File: config.mk
export PLATFORM = sky130hd
export DESIGN_NAME = time_update_arbiter
export DESIGN_NICKNAME = d
export VERILOG_FILES = /design/src/rtl/time_update_arbiter.sv
export SDC_FILE = /design/constraint.sdc
export NUM_CORES = 1
export LEC_CHECK = 0
export BUFFER_PORTS_ARGS = -buffer_cell sky130_fd_sc_hd__buf_2
export CAP_MARGIN = 20
export CORE_MARGIN = 10
export CORE_UTILIZATION = 52
export CTS_BUF_LIST = sky130_fd_sc_hd__clkbuf_16
export DETAILED_ROUTE_END_ITERATION = 10
export PLACE_DENSITY_LB_ADDON = 0.25
export SLEW_MARGIN = 0
export SYNTH_ARGS = -nofsm -noshare
export SYNTH_HDL_FRONTEND = slang
export SYNTH_SLANG_ARGS = --single-unit
File: constraint.sdc
create_clock -name clk -period 2.15 [get_ports clk]
set_input_delay 0.3225 -clock clk [delete_from_list [all_inputs] [get_ports clk]]
set_output_delay 0.3225 -clock clk [all_outputs]
set_load 0.05 [all_outputs]
File: src/rtl/time_update_arbiter.sv
// time_update_arbiter
// Merges the 1 Hz seconds tick and the set-minutes / set-hours buttons into
// one-cycle, mutually exclusive increment pulses. Each button has its own
// press-and-hold auto-repeat FSM. Requests are latched into pending flags
// and granted one per cycle with fixed priority tick > min > hr.
//
// Handshake: there is no back-pressure. A request is a single-cycle strobe
// that sets the pending flag of its source. The granted flag clears on the
// same edge that its registered pulse goes high. A request that finds its
// own flag already pending, and not being granted, is merged and raises the
// sticky req_drop flag.
module time_update_arbiter #(
  parameter int HOLD_CYCLES   = 50_000_000,
  parameter int REPEAT_CYCLES = 12_500_000
) (
  input  logic clk,
  input  logic rst,
  input  logic tick_1hz,
  input  logic set_mode,
  input  logic btn_min,
  input  logic btn_hr,
  output logic sec_inc,
  output logic min_inc,
  output logic hr_inc,
  output logic req_drop
);

  localparam int MAX_CYCLES = (HOLD_CYCLES > REPEAT_CYCLES) ? HOLD_CYCLES : REPEAT_CYCLES;
  localparam int CW         = $clog2(MAX_CYCLES + 1);
  localparam logic [CW-1:0] HOLD_LAST   = CW'(HOLD_CYCLES - 1);
  localparam logic [CW-1:0] REPEAT_LAST = CW'(REPEAT_CYCLES - 1);

  typedef enum logic [1:0] {
    IDLE   = 2'd0,
    HOLD   = 2'd1,
    REPEAT = 2'd2
  } rep_state_t;

  // Button index 0 = minutes, 1 = hours.
  logic [1:0]    btn;
  logic [1:0]    btn_q;
  logic [1:0]    strobe;
  rep_state_t    state_q [2];
  rep_state_t    state_d [2];
  logic [CW-1:0] cnt_q   [2];
  logic [CW-1:0] cnt_d   [2];

  // Source index 0 = tick, 1 = min, 2 = hr.
  logic [2:0] req;
  logic [2:0] eff;
  logic [2:0] gnt;
  logic [2:0] pend_q;
  logic [2:0] pend_d;
  logic       drop_ev;

  assign btn = {btn_hr, btn_min};

  // Repeat FSMs: next state, hold/repeat counters and strobes.
  always_comb begin
    strobe = 2'b00;
    for (int i = 0; i < 2; i++) begin
      state_d[i] = state_q[i];
      cnt_d[i]   = cnt_q[i];
      if (!set_mode) begin
        // Run mode (including a set_mode fall mid-hold) parks the FSM silently.
        state_d[i] = IDLE;
        cnt_d[i]   = '0;
      end else begin
        case (state_q[i])
          IDLE: begin
            if (btn[i] && !btn_q[i]) begin
              strobe[i]  = 1'b1;
              cnt_d[i]   = '0;
              state_d[i] = HOLD;
            end
          end
          HOLD: begin
            if (!btn[i]) begin
              state_d[i] = IDLE;
              cnt_d[i]   = '0;
            end else if (cnt_q[i] == HOLD_LAST) begin
              strobe[i]  = 1'b1;
              cnt_d[i]   = '0;
              state_d[i] = REPEAT;
            end else begin
              cnt_d[i] = cnt_q[i] + CW'(1);
            end
          end
          REPEAT: begin
            if (!btn[i]) begin
              state_d[i] = IDLE;
              cnt_d[i]   = '0;
            end else if (cnt_q[i] == REPEAT_LAST) begin
              strobe[i] = 1'b1;
              cnt_d[i]  = '0;
            end else begin
              cnt_d[i] = cnt_q[i] + CW'(1);
            end
          end
          default: begin
            state_d[i] = IDLE;
            cnt_d[i]   = '0;
          end
        endcase
      end
    end
  end

  // Requests, fixed-priority grant and pending-flag update.
  always_comb begin
    req     = {strobe[1], strobe[0], tick_1hz & ~set_mode};
    eff     = pend_q | req;
    gnt     = 3'b000;
    if (eff[0])      gnt = 3'b001;
    else if (eff[1]) gnt = 3'b010;
    else if (eff[2]) gnt = 3'b100;
    for (int i = 0; i < 3; i++) begin
      // A request landing on the cycle its pending flag is granted re-arms it.
      pend_d[i] = pend_q[i] ? (~gnt[i] | req[i]) : (req[i] & ~gnt[i]);
    end
    drop_ev = |(req & pend_q & ~gnt);
  end

  // State register: FSMs, counters, edge detect, pending flags, outputs.
  always_ff @(posedge clk) begin
    if (rst) begin
      for (int i = 0; i < 2; i++) begin
        state_q[i] <= IDLE;
        cnt_q[i]   <= '0;
      end
      btn_q    <= btn;
      pend_q   <= 3'b000;
      sec_inc  <= 1'b0;
      min_inc  <= 1'b0;
      hr_inc   <= 1'b0;
      req_drop <= 1'b0;
    end else begin
      for (int i = 0; i < 2; i++) begin
        state_q[i] <= state_d[i];
        cnt_q[i]   <= cnt_d[i];
      end
      btn_q    <= btn;
      pend_q   <= pend_d;
      sec_inc  <= gnt[0];
      min_inc  <= gnt[1];
      hr_inc   <= gnt[2];
      req_drop <= req_drop | drop_ev;
    end
  end

endmodule

==> results_dict.tcl, run 1 <==
set metrics [dict create \
    status "finished clean" \
    swShare_pct 21.00 \
    worstMarginPinSlew_ns 0.6813 \
    cts_buffers 9 \
    drive_gt1_share_pct 13.17 \
    grtUsageTotal_pct 14.20 \
    n_antenna_cell 0 \
    gp_congestion 0.8393 \
    die_area_um2 9883 \
    drv_slew 0 \
    cts-root-buf "clkbuf_16" \
    synth_edf_count 0 \
    combPwrFrac_pct 4.5 \
    finalPower_w 0.002692 \
    yosysSeqAreaShare_pct 39.68 \
    fin_nets 423 \
    post-route-period-util_pct 95.83 \
    wirelength_mm 6.818 \
    synth_cell_types 46 \
    utilization_pct 62.89 \
    hp-class "in2reg" \
    ys_ff_latch 65 \
    dp_hpwl_mm 4.717 \
    cp_data_arrival_time_ns 2.30 \
    drtIter0Drc 132 \
    ys.flop_type "dfxtp_1" \
    finClkSkew_ns 0.005442 \
    final-hold-violation-count 0 \
    mostFrequentLayoutCell "dfxtp_1" \
    first_pass_iters 4 \
    crit_required_ns 2.39 \
    io_pins 10 \
    peakVddDrop_uv 602.3 \
    rows 28 \
    synthCells 383 \
    maxCapViolations 0 \
    io_buffers 9 \
    fmax_mhz 485.4 \
    startpoint_type "register" \
    htree_num_levels 3 \
    dr_total_vias 2771 \
    viasPerCell 5.713 \
    initial_core_util_pct 54.42 \
    intPower_w 0.002126 \
    async_reset_ff_share_pct 0 \
    fp.dieH_um 99.42 \
    die_w_um 99.42 \
    slew_headroom_pct 54.41 \
    cts_tree "yes" \
    final-seq-area_um2 1304 \
    grt_start_max_net_pins 23 \
    syn_area_um2 3279 \
    p_per_area_nw_per_um2 710.3 \
    cp-end-kind "register" \
    hold_buffers 0 \
    clock_sinks 65 \
    finalSetupViolCount 0 \
    p_clk_share_pct 50.3 \
    core-area_um2 6026 \
    grt_overflow 0 \
    critPathMaxFanout 5 \
    p_sw_w 0.0005654 \
    avgRoutedWirePerCell_um 14.06 \
    antenna_found_initial 0 \
    clk_pin_slew_worst_paths_ns 0.05 \
    avgSynthCellArea_um2 8.562 \
    grt_pass1_wl_mm 11.90 \
    p_leak_nw 1.323 \
    fill_cells 528 \
    syn_to_final_growth_pct 15.57 \
    power_frac_seq_pct 45.2 \
    antenna_left 0 \
    syn-num-nets 399 \
    layout_min_cycle_time_ns 2.060 \
    drc 0 \
    layout_common_cells "63 x dfxtp_1, 62 x nor2_1, 38 x nand2_1, 29 x xor2_1, 25 x nand3_1" \
    rsz0062_at_grt "true" \
    design_area_um2 3790 \
    placed_area_um2 3477 \
    clk_path_buf_depth 2 \
    critical_path_class "reg2reg" \
    clk_latency_ns 0.32 \
    grt_pass1_vias 2610 \
    multiInputGateArea_um2 1911 \
    synth_warnings 0 \
]
-- worst max-delay path, stage by stage (launching register included) --
cell and delay [ns]:
dfxtp_1 0.37, ha_2 0.22, and4_4 0.24, nand4b_1 0.14, or4_4 0.46, o21ai_4 0.22
a211oi_1 0.11, nor4_2 0.23
-- final timing paths --
| path | startpoint | end | slack (ns) | cells past startpoint |
|---|---|---|---|---|
| hold / removal | btn_min | btn_q[0] | 0.18 | 1 |
| setup / recovery | cnt_q[0][0] | req_drop | 0.09 | 7 |
| hold reg to reg | cnt_q[0][27] | cnt_q[0][27] | 0.48 | 2 |
| setup reg to reg | cnt_q[0][0] | req_drop | 0.09 | 7 |
-- state kept, by name, summed over array words and instances (netlist names) --
name	count
req_drop	1
btn_q	2
pend_q	3
sec_inc	1
cnt_q	52
state_q	4
min_inc	1
hr_inc	1
-- synth_stat cells, types with 3 or more instances --
cell type | n | area share [%]
a21oi_1 | 8 | 1.2
nor4b_1 | 4 | 1.1
nor4_1 | 4 | 0.76
nand3_1 | 25 | 3.8
xnor2_1 | 13 | 3.5
nor4bb_1 | 4 | 1.2
clkbuf_1 | 5 | 0.57
and2_1 | 5 | 0.95
o21ai_0 | 3 | 0.46
xor2_1 | 29 | 7.7
nor2_1 | 62 | 7.1
nor3_1 | 9 | 1.4
ha_1 | 10 | 3.8
nor2b_1 | 3 | 0.57
dfxtp_1 | 65 | 40
nand2_1 | 38 | 4.3
nand2b_1 | 3 | 0.57
inv_1 | 12 | 1.4
a211oi_1 | 3 | 0.69
and3_1 | 13 | 2.5
nor3b_1 | 3 | 0.69
a31oi_1 | 6 | 1.1
o21ai_1 | 4 | 0.61
nand4_1 | 11 | 2.1
and4_1 | 9 | 2.4
buf_2 | 5 | 0.76
-- power by group through the flow --
stage	Sequential (W)	Combinational, W	Clock [W]
after floorplan	0.00125	0.0000735	0
after global placement	0.00124	0.000117	0
after detailed placement	0.00124	0.000117	0
after CTS	0.00122	0.000118	0.00138
after global routing	0.00122	0.000133	0.00142
final	0.00122	0.000121	0.00135
-- final cells by class --
type / instances / area share [%]
Clock buffer: 9 / 5.943
Clock inverter: 5 / 1.288
Inverter: 12 / 1.189
Multi-Input combinational cell: 296 / 50.41
Sequential cell: 65 / 34.40
Tap cell: 75 / 2.476
Timing Repair Buffer: 23 / 4.292
-- routing by layer --
layer | up-vias | GRT usage (%) | share of wire (%)
li1 | 1386 | - | -
met4 | 0 | 7.497 | 1.8
met2 | 65 | 21.39 | 45
met5 | - | 0 | 0
met3 | 13 | 4.014 | 5.3
met1 | 1307 | 17.95 | 48
-- logic make-up after synthesis --
group                      count (synthesis)  share of synthesized area, %
AOI/OAI and AO/OA                         36                         8.623
muxes                                      4                         1.297
and+or+nand+nor                          204                         32.66
DFF                                       65                         39.68
adders and majority gates                 10                         3.815
xor gates and xnor gates                  42                         11.22
buffers and inverters                     22                         2.709
-- through the flow --
step	setup WS (ns)	hold WS (ns)	TNS, ns	std cells
floorplan	0.2238	0.3502	0	383
global placement	0.1454	0.4594	0	469
detailed placement	0.08696	0.4681	0	469
CTS	0.07297	0.1684	0	483
global route	-0.1004	0.1812	-0.1065	485
finish	0.08967	0.1777	0	485
-- what timing repair did --
action                                  CTS  global route
buffers inserted                          0             2
endpoints found under the setup margin    0            38
gates resized for setup                   0             8
Note: power is estimated with default switching activity, not from simulation.
==> run 2, diff against run 1 <==
--- a/config.mk
+++ b/config.mk
@@ -9,7 +9,7 @@
 export CAP_MARGIN = 20
 export CORE_MARGIN = 10
 export CORE_UTILIZATION = 52
-export CTS_BUF_LIST = sky130_fd_sc_hd__clkbuf_16
+export CTS_CLUSTER_SIZE = 30
 export DETAILED_ROUTE_END_ITERATION = 10
 export PLACE_DENSITY_LB_ADDON = 0.25
 export SLEW_MARGIN = 0
==> results_dict.tcl, run 2 (synthesis results as in run 1) <==
set metrics [dict create \
    gp_congestion 0.8393 \
    p_clk_share_pct 42.5 \
    grt_overflow 0 \
    reg2regPathDepth 7 \
    hold_buffers 0 \
    initial_core_util_pct 54.42 \
    drv_slew 0 \
    min_to "btn_q[0]" \
    rrSetupSlack_ns 0.14 \
    finalWorstSetupSlack_ns 0.1372 \
    top_regs "cnt_q (52), state_q (4), pend_q (3)" \
    p_per_area_nw_per_um2 628.2 \
    antenna_left 0 \
    io_pins 10 \
    die_area_um2 9883 \
    p_sw_w 0.0005186 \
    startpoint_type "register" \
    utilization_pct 61.23 \
    swShare_pct 22.37 \
    cp-end-kind "register" \
    grt_start_max_net_pins 23 \
    largest_reg_flops 52 \
    worstPathCellList "ha_2, and4_4, nand4b_1, or4_4, o21ai_4, a211oi_1, nor4_2" \
    cts_tree "yes" \
    hp-class "in2reg" \
    dr_total_vias 2720 \
    peakVddDrop_uv 393.8 \
    viasPerCell 5.620 \
    fin_nets 422 \
    min_path_cells 1 \
    final-hold-violation-count 0 \
    critical_path_class "reg2reg" \
    drive_gt1_share_pct 13.45 \
    maxCapViolations 0 \
    worst_path_max_delay_cell "or4_4" \
    critPathMaxFanout 5 \
    grtUsageTotal_pct 14.07 \
    dp_hpwl_mm 4.717 \
    layout_common_cells "62 x nor2_1, 62 x dfxtp_1, 38 x nand2_1, 29 x xor2_1, 25 x nand3_1" \
    antenna_found_initial 0 \
    combPwrFrac_pct 5.2 \
    drtIter0Drc 99 \
    max_stage_delay_ns 0.46 \
    pre_cts_ws_ns 0.08696 \
    cp_top_family "simple AND/OR/NAND/NOR gates" \
    htree_num_levels 3 \
    clk_path_buf_depth 2 \
    clk_pin_slew_worst_paths_ns 0.07 \
    drc 0 \
    final_cells 484 \
    crit_required_ns 2.41 \
    hold_start "btn_min" \
    grt_pass1_wl_mm 11.76 \
    first_pass_iters 4 \
    cts_buffers 9 \
    cp_data_arrival_time_ns 2.27 \
    slew_headroom_pct 53.55 \
    syn_to_final_growth_pct 12.51 \
    finalPower_w 0.002318 \
    finalSetupViolCount 0 \
    intPower_w 0.001799 \
    n_antenna_cell 0 \
    io_buffers 9 \
    rows 28 \
    grt_pass1_vias 2592 \
    r2r-end "req_drop" \
    dpl.cell_count 469 \
    worstMarginPinSlew_ns 0.6942 \
    fmax_mhz 496.8 \
    r2r-start "cnt_q[0][0]" \
    status "finished clean" \
    clk_latency_ns 0.34 \
    clock_sinks 65 \
    fp.dieH_um 99.42 \
    die_w_um 99.42 \
    top_register "cnt_q" \
    p_leak_nw 1.278 \
    post-route-period-util_pct 93.62 \
    path_buf_inv 0 \
    wirelength_mm 6.618 \
    finClkSkew_ns 0.009490 \
    cts-root-buf "clkbuf_8" \
    power_frac_seq_pct 52.4 \
    avgRoutedWirePerCell_um 13.67 \
    layout_min_cycle_time_ns 2.013 \
    core-area_um2 6026 \
]
run 2: worst reg2reg max path, cell delays in order, from the launching register on:
cell	delay, ns
dfxtp_2	0.35
ha_2	0.20
and4_4	0.24
nand4b_1	0.13
or4_4	0.46
o21ai_4	0.22
a211oi_1	0.11
nor4_2	0.23
run 2: per-stage QoR:
step | instance area (um2) | hold WS (ns) | TNS (ns)
2_1_floorplan | 3279 | 0.3502 | 0
3_3_place_gp | 3477 | 0.4594 | 0
3_5_place_dp | 3477 | 0.4681 | 0
4_1_cts | 3660 | 0.1448 | 0
5_1_grt | 3690 | 0.1604 | -0.07095
6_report | 3690 | 0.1621 | 0
run 2: worst max-delay path by stage:
| stage | startpoint | endpoint | slack (ns) | cells after the start |
|---|---|---|---|---|
| floorplan | cnt_q[0][0] | req_drop | 0.22 | 7 |
| global placement | cnt_q[0][0] | req_drop | 0.15 | 7 |
| detailed placement | cnt_q[0][0] | req_drop | 0.09 | 7 |
| CTS | cnt_q[0][0] | req_drop | 0.09 | 7 |
| global route | state_q[0][2] | req_drop | -0.07 | 8 |
| finish | cnt_q[0][0] | req_drop | 0.14 | 7 |
run 2: metal layers:
| metal | track usage [%] | vias up | share of wire (%) |
|---|---|---|---|
| met2 | 21.04 | 45 | 44 |
| li1 | - | 1382 | - |
| met5 | 0 | - | 0 |
| met4 | 7.497 | 0 | 2.3 |
| met3 | 3.806 | 14 | 4.0 |
| met1 | 17.99 | 1279 | 50 |
run 2: area by class of cell:
class	count	area [um2]
multi-input combinational	296	1908
tap	75	93.84
clock buffer	10	137.6
fill	540	2336
sequential	65	1305
timing repair buffer	22	155.1
clock inverter	4	45.04
inverter	12	45.04
run 2: timing repair:
| action | 4_1_cts | 5_1_grt |
|---|---|---|
| endpoints found under the setup margin | 0 | 39 |
| setup buffers | 0 | 1 |
| resized for setup | 0 | 10 |
run 2: power by group through the flow:
| stage | registers (W) | clock network [W] | logic (W) |
|---|---|---|---|
| 2_1_floorplan | 0.00125 | 0 | 0.0000735 |
| 3_3_place_gp | 0.00124 | 0 | 0.000117 |
| 3_5_place_dp | 0.00124 | 0 | 0.000117 |
| 4_1_cts | 0.00121 | 0.00101 | 0.000118 |
| 5_1_grt | 0.00121 | 0.00105 | 0.000132 |
| 6_report | 0.00121 | 0.000984 | 0.000120 |
==> run 3, diff against run 2 <==
--- a/config.mk
+++ b/config.mk
@@ -8,7 +8,7 @@
 export BUFFER_PORTS_ARGS = -buffer_cell sky130_fd_sc_hd__buf_2
 export CAP_MARGIN = 20
 export CORE_MARGIN = 10
-export CORE_UTILIZATION = 52
+export CORE_UTILIZATION = 50
 export CTS_CLUSTER_SIZE = 30
 export DETAILED_ROUTE_END_ITERATION = 10
 export PLACE_DENSITY_LB_ADDON = 0.25
==> results_dict.tcl, run 3 (synthesis results as in run 1) <==
set metrics [dict create \
    status "finished clean" \
    io_buffers 9 \
    drv_slew 0 \
    peakVddDrop_uv 513.6 \
    top_regs "cnt_q (52), state_q (4), pend_q (3)" \
    final-hold-violation-count 0 \
    min_to "btn_q[1]" \
    p_per_area_nw_per_um2 675.5 \
    fmax_mhz 482.6 \
    clock_sinks 65 \
    p_clk_share_pct 47.1 \
    worst_path_max_delay_cell "or4_4" \
    largest_reg_flops 52 \
    drive_gt1_share_pct 12.44 \
    cp-end-kind "register" \
    worstMarginPinSlew_ns 0.4034 \
    fp.dieH_um 101.0 \
    top_register "cnt_q" \
    grtUsageTotal_pct 13.84 \
    core-area_um2 6350 \
    hold_buffers 0 \
    clk_path_buf_depth 2 \
    clk_pin_slew_worst_paths_ns 0.07 \
    final_cells 487 \
    min_path_cells 1 \
    wirelength_mm 6.753 \
    rrSetupSlack_ns 0.08 \
    pre_cts_ws_ns 0.06719 \
    hold_start "btn_hr" \
    p_leak_nw 1.297 \
    clk_latency_ns 0.34 \
    viasPerCell 5.565 \
    hp-class "in2reg" \
    antenna_found_initial 0 \
    dpl.cell_count 470 \
    finalSetupViolCount 0 \
    startpoint_type "register" \
    die_w_um 101.0 \
    worstPathCellList "ha_2, and4_1, nand4b_1, or4_4, o21ai_4, a211oi_1, nor4_2" \
    grt_pass1_vias 2555 \
    layout_common_cells "63 x dfxtp_1, 62 x nor2_1, 38 x nand2_1, 29 x xor2_1, 25 x nand3_1" \
    intPower_w 0.001964 \
    r2r-start "cnt_q[0][1]" \
    totalNegativeSetupSlack_ns 0 \
    die_area_um2 10200 \
    swShare_pct 22.10 \
    gp_congestion 0.8065 \
    mostFrequentLayoutCell "dfxtp_1" \
    finClkSkew_ns 0.007206 \
    first_pass_iters 4 \
    rows 29 \
    critical_path_class "reg2reg" \
    combPwrFrac_pct 4.8 \
    design_area_um2 3732 \
    antenna_left 0 \
    cp_data_arrival_time_ns 2.32 \
    layout_min_cycle_time_ns 2.072 \
    n_antenna_cell 0 \
    max_stage_delay_ns 0.46 \
    dr_total_vias 2710 \
    finalWorstSetupSlack_ns 0.07779 \
    power_frac_seq_pct 48.1 \
    r2r-end "req_drop" \
    cts-root-buf "clkbuf_8" \
    cts_tree "yes" \
    maxCapViolations 0 \
    avgRoutedWirePerCell_um 13.87 \
    post-route-period-util_pct 96.38 \
    critPathMaxFanout 5 \
    fin_nets 421 \
    htree_num_levels 3 \
    grt_overflow 0 \
    syn_to_final_growth_pct 13.81 \
    reg2regPathDepth 7 \
    p_sw_w 0.0005572 \
    initial_core_util_pct 51.65 \
    utilization_pct 58.78 \
    placed_area_um2 3485 \
    cts_buffers 9 \
    drtIter0Drc 118 \
    slew_headroom_pct 72.99 \
    dp_hpwl_mm 4.862 \
    grt_start_max_net_pins 23 \
    drc 0 \
    crit_required_ns 2.40 \
    io_pins 10 \
    grt_pass1_wl_mm 11.81 \
]
-- run 3: changes by cell type in the layout (fill, tap and decap cells not counted), sizes merged --
cell	previous run	this run
buf	22	21
bufinv	1	2
clkbuf	10	11
clkinv	3	2
clkinvlp	0	1
-- run 3: repair_timing --
action	CTS	global route
gates resized for setup	0	4
endpoints found under the setup margin	0	1
setup buffers	0	1
-- run 3: final cells by class --
cell class	instances	area [um2]
clock buffers	11	151.4
clock inverters	5	77.57
fillers	572	2618
inverters	12	45.04
multi-input cells	296	1898
flip-flops and latches	65	1304
well taps	77	96.34
repair buffers	21	160.2
-- run 3: worst max path at each step --
stage                   from        to  slack [ns]
2_1_floorplan    cnt_q[0][0]  req_drop        0.22
3_3_place_gp     cnt_q[0][0]  req_drop        0.13
5_1_grt        state_q[0][3]  req_drop       -0.04
4_1_cts          cnt_q[0][0]  req_drop        0.05
3_5_place_dp     cnt_q[0][0]  req_drop        0.07
6_report         cnt_q[0][1]  req_drop        0.08
-- run 3: critical path, delay by kind of cell, from the launching register on --
kind	cells	cell delay [ns]
AO/OA/AOI/OAI	2	0.32
adder cells (fa/ha/maj)	1	0.21
flip-flops	1	0.36
AND/OR/NAND/NOR	4	1.09
-- run 3: through the flow --
step | total power [W] | hold WS, ns
finish | 0.002521 | 0.1621
detailed placement | 0.001360 | 0.4692
floorplan | 0.001321 | 0.3502
global route | 0.002608 | 0.1628
CTS | 0.002542 | 0.1476
global placement | 0.001358 | 0.4578
-- run 3: power by group through the flow --
stage	sequential [W]	clock [W]	combinational, W
after floorplan	0.00125	0	0.0000735
after global placement	0.00124	0	0.000117
after detailed placement	0.00124	0	0.000119
after CTS	0.00121	0.00121	0.000120
after global routing	0.00121	0.00126	0.000134
final	0.00121	0.00119	0.000121
-- run 3: per-layer routing --
| layer | vias up | GRT usage, % | routed length [um] |
|---|---|---|---|
| met5 | - | 0 | 0 |
| met1 | 1286 | 18.82 | 3453 |
| met3 | 14 | 2.743 | 186 |
| li1 | 1376 | - | - |
| met2 | 34 | 20.93 | 3008 |
| met4 | 0 | 5.466 | 104 |
